<file path="src/rtl/var_delay_line_pkg.sv">
// var_delay_line_pkg: shared helpers for the run-time programmable delay line.
package var_delay_line_pkg;
  function automatic int unsigned clamp_len(input int unsigned v, input int unsigned m);
    return v > m ? m : v;
  endfunction
endpackage

</file>
<file path="src/rtl/dp_ram_1w1r.sv">
// dp_ram_1w1r: DW x DEPTH RAM with synchronous write and asynchronous read.
module dp_ram_1w1r #(
  parameter int DW    = 8,
  parameter int DEPTH = 16,
  parameter int AW    = $clog2(DEPTH)
) (
  input  logic          clk,
  input  logic          we,
  input  logic [AW-1:0] waddr,
  input  logic [DW-1:0] wdata,
  input  logic [AW-1:0] raddr,
  output logic [DW-1:0] rdata
);
  logic [DW-1:0] mem [DEPTH];
  always_ff @(posedge clk) if (we) mem[waddr] <= wdata;
  assign rdata = mem[raddr];
endmodule

</file>
<file path="src/rtl/var_delay_line.sv">
// var_delay_line: circular-buffer delay line whose tap is set at run time by dly.
module var_delay_line
  import var_delay_line_pkg::*;
#(
  parameter int DW     = 8,
  parameter int MAXLEN = 16,
  parameter int LW     = $clog2(MAXLEN + 1)
) (
  input  logic          clk,
  input  logic          rst_n,
  input  logic          en,
  input  logic [LW-1:0] dly,
  input  logic [DW-1:0] in,
  output logic [DW-1:0] out,
  output logic          out_valid
);
  localparam int AW = $clog2(MAXLEN);
  logic [AW-1:0] wptr, tap, off;
  logic [LW-1:0] fill, fill_next, d_eff;
  logic [DW-1:0] rd, out_r;
  logic          vld_r, hit;
  assign d_eff     = LW'(clamp_len(32'(dly), MAXLEN));
  assign fill_next = fill == LW'(MAXLEN) ? fill : fill + 1'b1;
  assign off       = AW'(d_eff - 1'b1);
  assign tap       = wptr - off + (wptr < off ? AW'(MAXLEN) : '0);
  assign hit       = fill_next >= d_eff;
  dp_ram_1w1r #(.DW(DW), .DEPTH(MAXLEN)) u_ram (
    .clk(clk), .we(en), .waddr(wptr), .wdata(in), .raddr(tap), .rdata(rd)
  );
  // d_eff=1 taps the entry being written this edge, so take it straight from in
  always_ff @(posedge clk or negedge rst_n) begin
    if (!rst_n) begin
      wptr  <= '0;
      fill  <= '0;
      out_r <= '0;
      vld_r <= 1'b0;
    end else if (en) begin
      wptr  <= wptr == AW'(MAXLEN - 1) ? '0 : wptr + 1'b1;
      fill  <= fill_next;
      vld_r <= hit;
      out_r <= !hit ? '0 : d_eff <= LW'(1) ? in : rd;
    end
  end
  assign out       = d_eff == '0 ? in : out_r;
  assign out_valid = d_eff == '0 ? 1'b1 : vld_r;
endmodule

</file>
<file path="config.mk">
export PLATFORM = sky130hd
export DESIGN_NAME = var_delay_line
export DESIGN_NICKNAME = d
export VERILOG_FILES = /design/src/rtl/var_delay_line_pkg.sv /design/src/rtl/dp_ram_1w1r.sv /design/src/rtl/var_delay_line.sv
export SDC_FILE = /design/constraint.sdc
export NUM_CORES = 1
export LEC_CHECK = 0
export BUFFER_PORTS_ARGS = -buffer_cell sky130_fd_sc_hd__buf_2
export CAP_MARGIN = 40
export CORE_MARGIN = 2
export CORE_UTILIZATION = 54
export CTS_BUF_LIST = sky130_fd_sc_hd__clkbuf_8
export DETAILED_ROUTE_END_ITERATION = 8
export PLACE_DENSITY = 0.83
export SYNTH_ARGS = -nofsm -noshare
export SYNTH_HDL_FRONTEND = slang
export SYNTH_SLANG_ARGS = --single-unit
</file>
<file path="constraint.sdc">
create_clock -name clk -period 5.14 [get_ports clk]
set_input_delay 0.257 -clock clk [delete_from_list [all_inputs] [get_ports clk]]
set_output_delay 0.257 -clock clk [all_outputs]
set_load 0.05 [all_outputs]
</file>
After elaboration in Yosys (flattened, before gate mapping) --
Memories as Yosys holds them, arrays and structs flattened. Index checks and enable logic that the tools add are counted.
Word-level totals: flip-flop bits (word level) 18, RAM bits 128, bits of input ports 16, output and inout port bits 9, logic and storage cells 24, memories 1
Memories:
- u_ram.mem | words 16, width 8, rd ports 1, clocked after memory_dff 0, write ports 1, RTL line dp_ram_1w1r.sv:14 | logic [DW-1:0] mem [DEPTH];
Cells by class: $add $sub $neg 4, magnitude comparators 3, eq/ne operators 2, muxes and demuxes 9, reduce and logical (&&, ||, !) cells 1
Operators with widths (number):
- two-way mux 8 bit | 3
- two-way mux 5 bit | 2
- adder 5 x 1 -> 5 bit (second input constant) | 1
- == test 5 bit (second input constant) | 1
- greater-or-equal comparator 5 bit | 1
- greater-than comparator 5 bit (second input constant) | 1
- <= comparator 5 x 1 -> 1 bit (second input constant) | 1
- logical NOT 5 bit | 1
- adder 4 x 1 -> 4 bit (second input constant) | 1
- == test 4 bit (second input constant) | 1
- two-way mux 4 bit | 1
- subtractor 4 x 1 -> 4 bit (second input constant) | 1
- subtractor 4 bit | 1
- two-way mux 1 bit | 3

Logic depth before layout (Yosys ltp) --
An unclocked memory read counts as a cell.
word-level depth 7, depth in mapped cells 14, mapped depth without buffers 13

By module --
From an unflattened synthesis, not the netlist that was laid out.
Second synthesis, totals: cell total of the unflattened synthesis 357, area, all modules 6267.3 um^2
By module, submodules not included:
- dp_ram_1w1r | times used 1, cells each 221, area each 4987.3 um^2, seq. area each 3843.7 um^2
- var_delay_line | times used 1, cells each 136, area each 1280.0 um^2, seq. area each 450.4 um^2

Least setup slack after synthesis --
OpenSTA, ideal clock, no wires.
path kind reg-to-reg, start register wptr[1], end register out_r[0], setup time 0.126 ns, arrival time 2.706 ns, data required time 5.014 ns, path slack 2.308 ns, cell stages (with the launch flop) 13, path buffers 2, clock period less this slack 2.832 ns, cells stage by stage dfrtp_1 -> inv_1 -> ha_1 -> inv_1 -> ha_1 -> inv_1 -> fa_1 -> buf_2 -> buf_2 -> mux4_2 -> mux2i_1 -> a211oi_1 -> a221o_1
Between the ends: word-level cells in the longest chain between the ends 4
Ends and longest elaborated chain:
- from (decl) | RTL line var_delay_line.sv:18 | logic [AW-1:0] wptr, tap, off;
- from (signal assigned) | RTL line var_delay_line.sv:38 | wptr <= wptr == AW'(MAXLEN - 1) ? '0 : wptr + 1'b1;
- subtractor 4 bit | RTL line var_delay_line.sv:25 | assign tap = wptr - off + (wptr < off ? AW'(MAXLEN) : '0);
- memory (16 x 8 bit)
- two-way mux 8 bit (2 in a row) | RTL line var_delay_line.sv:41 | out_r <= !hit ? '0 : d_eff <= LW'(1) ? in : rd;
- to (signal assigned) | RTL line var_delay_line.sv:41
- to (decl) | RTL line var_delay_line.sv:20 | logic [DW-1:0] rd, out_r;
No other way between the ends. A chain may end at the register's enable or synchronous reset.

Final worst setup path --
start register wptr[1], end register out_r[2]
Same word-level chain as after synthesis.

==> impl_metrics.yaml <==
critical_path:
  crit_family: "adder cells"
  reg2reg_to: "out_r[2]"
  crit_start: "wptr[1]"
  cp.arrival_ps: 3890
  path_cells: "inv_1 > ha_1 > inv_1 > ha_1 > inv_1 > fa_1 > buf_8 > mux4_2 > nor2b_1 > a211oi_1 > a211oi_1 > a221o_1"
  r2r_start: "wptr[1]"
  crit_buf_inv: 4
  start_kind: "flip-flop"
  crit_top_cell: "inv_1"
  slowest_stage: "fa_1"
  critical_path.endpoint_type: "flip-flop"
  r2r_slack_ps: 1590
  r2r_cells: 12
  crit_type: "reg -> reg"
  crit_fanout: 11
  required_ps: 5480
  max_stage_delay_ps: 790
yosys:
  ys_seq_elements: 146
  synth_edf_count: 128
  yosysSeqAreaShare: 0.675
  ys_types: 44
  synth_cells: 340
  syn_avg_cell_area_sq_um: 18.7
  synthesis.area_sq_um: 6360
  synth_top_area_frac: 0.604
  yosys_most_used_dff: "edfxtp_1"
  async_flop_share: 0.123
  synthTopCellsByArea: "edfxtp_1 60%, dfrtp_1 7.1%, mux4_2 7.1%"
  synth.largest_area_cell: "edfxtp_1"
  syn_nets: 372
  ys.warnings.count: 0
timing:
  finalHoldViolCount: 0
  hold_slack_ps: 234
  clock_skew_ps: 9.19
  rsz0062_at_grt: "false"
  final.min_clock_period_ps: 3550
  finalMaxSlewViolations: 0
  setup_viol: 0
  setup_slack_ps: 1590
  worst_pin_slew_ps: 915
  timing.fmax_ghz: 0.281
  period_share: 0.692
  setup_tns_ps: 0
  relSlewSlack: 0.388
run:
  drv_cap: 0
final_layout:
  layout.cells.most_common: "edfxtp_1"
  final_cell_mix: "128 x edfxtp_1, 24 x buf_2, 20 x mux4_2"
  diodes: 0
  syn_to_final_growth_pct: 9.51
  instances_no_fill: 534
  finalInstanceArea_sq_um: 6970
  fin_util: 0.608
  fin_nets: 410
  drive_gt1_frac: 0.240
min_path:
  whs_path_depth: 1
  hold_path_class: "in -> reg"
  whs_endpoint: "u_ram.mem[2][7]"
  hp-start: "in[7]"
detailed_routing:
  drtIter0Drc: 234
  route.met3.wl_um: 827
  drtPass1Iterations: 4
  num_vias: 3343
  drt-total-wl_mm: 12.6
  drc: 0
  met2WireLength_mm: 6.23
  wl_per_cell_um: 23.7
  viasPerCell: 6.26
  wl_met1_mm: 5.07
  highest_layer: "met4"
  postRouteAntennaNets: 0
power:
  p_sw_frac: 0.358
  p_switching_mw: 1.36
  seq_power_share: 0.402
  p_total_mw: 3.80
  power.density_nw_per_um2: 545
  clkPwrFrac: 0.217
  p_leak_nw: 2.48
  p_int_mw: 2.44
  pwr-share-comb: 0.382
  vdd_ir_drop_max_mv: 0.508
clock_tree:
  clk_latency_ps: 450
  cts_root_buffer: "clkbuf_8"
  cts_max_level: 4
  post-cts-setup-buffers: 0
  path_clk_slew_ps: 80
  clock-sinks: 146
  tritoncts: "done"
  post_cts_resize_count: 0
  cts_buffer_depth: 2
  cts_buffers: 17
global_routing:
  grt_pass1_vias: 3561
  track_usage: 0.214
  grt_max_degree: 21
  grt_overflow_total: 0
  grt_pass1_wl_mm: 19.7
  antenna_found_initial: 0
floorplanning:
  fp-row-count: 39
  initial_core_util: 0.555
  die_area_sq_um: 12700
  coreArea_sq_um: 11500
  die_w_um: 113
  die_h_um: 113
  ios: 25
placed_design:
  dp_slack_ps: 1580
  hpwlAfterDp_mm: 8.16
  place_area_sq_um: 6590
  dpl.cell_count: 501
  place.gp.congestion: 0.815
  port_buffers: 24
outcome:
  outcome: "completed"
kinds of logic after synthesis:
logic type | Yosys count | share of synthesized area
buffers and inverters | 26 | 0.0305
AO/OA/AOI/OAI | 34 | 0.0448
AND/OR/NAND/NOR | 58 | 0.0507
XOR/XNOR | 10 | 0.0161
adder cells (fa/ha/maj) | 16 | 0.0326
multiplexers | 50 | 0.151
flip-flops | 146 | 0.675
worst reg2reg max path, cell delays in order (launching register included):
cell,delay (ps)
dfrtp_1,440
inv_1,160
ha_1,250
inv_1,60
ha_1,140
inv_1,60
fa_1,790
buf_8,230
mux4_2,310
nor2b_1,160
a211oi_1,460
a211oi_1,120
a221o_1,280
synthesized netlist by cell type (3+ instances only):
cell type and n:
mux4_1 12, a221o_1 8, mux2_1 8, buf_2 3, xnor2_1 8, and2_1 6, ha_1 15, nand2_1 12
clkbuf_1 3, a211oi_1 16, nor2_1 11, nor2b_1 8, edfxtp_1 128, a21oi_1 3, nand3_1 6, nand4_1 3
dfrtp_1 18, inv_1 12, mux2i_1 8, o21ai_0 4, mux4_2 20
sequential cells by signal, summed over array words and instances, names as in the netlist:
name       flops
wptr           4
fill           5
vld_r          1
out_r          8
u_ram.mem    128
timing repair:
item,in CTS,in global routing
endpoints found under the hold margin,18,0
setup endpoints to repair,0,0
hold buffers,1,0
power groups by stage:
stage                     Sequential [mW]  Clock (mW)  Combinational, mW
after floorplan                      1.51           0               1.14
after global placement               1.54           0               1.38
after detailed placement             1.55           0               1.46
after CTS                            1.52       0.835               1.46
after global routing                 1.54       0.889               1.57
final                                1.53       0.824               1.45
layer usage:
| metal | vias up | global-route usage |
|---|---|---|
| met3 | 37 | 0.0648 |
| met5 | - | 0 |
| met4 | 0 | 0.112 |
| met1 | 1717 | 0.274 |
| li1 | 1454 | - |
| met2 | 135 | 0.335 |
how the worst max path moves through the flow:
stage / to / slack [ps] / depth (start not counted)
floorplan: out_r[0] / 2310 / 12
global placement: out_r[2] / 1340 / 14
detailed placement: out_r[2] / 1580 / 15
CTS: out_r[2] / 1600 / 12
global route: out_r[2] / 1470 / 12
finish: out_r[2] / 1590 / 12
final cells by class:
class | instances | area (sq um)
clock buffers | 17 | 234
clock inverters | 15 | 134
fillers | 801 | 4500
inverters | 12 | 45.0
multi-input cells | 168 | 1880
flip-flops and latches | 146 | 4290
well taps | 143 | 179
repair buffers | 33 | 205
No activity file was read; power rests on OpenSTA's default activity.
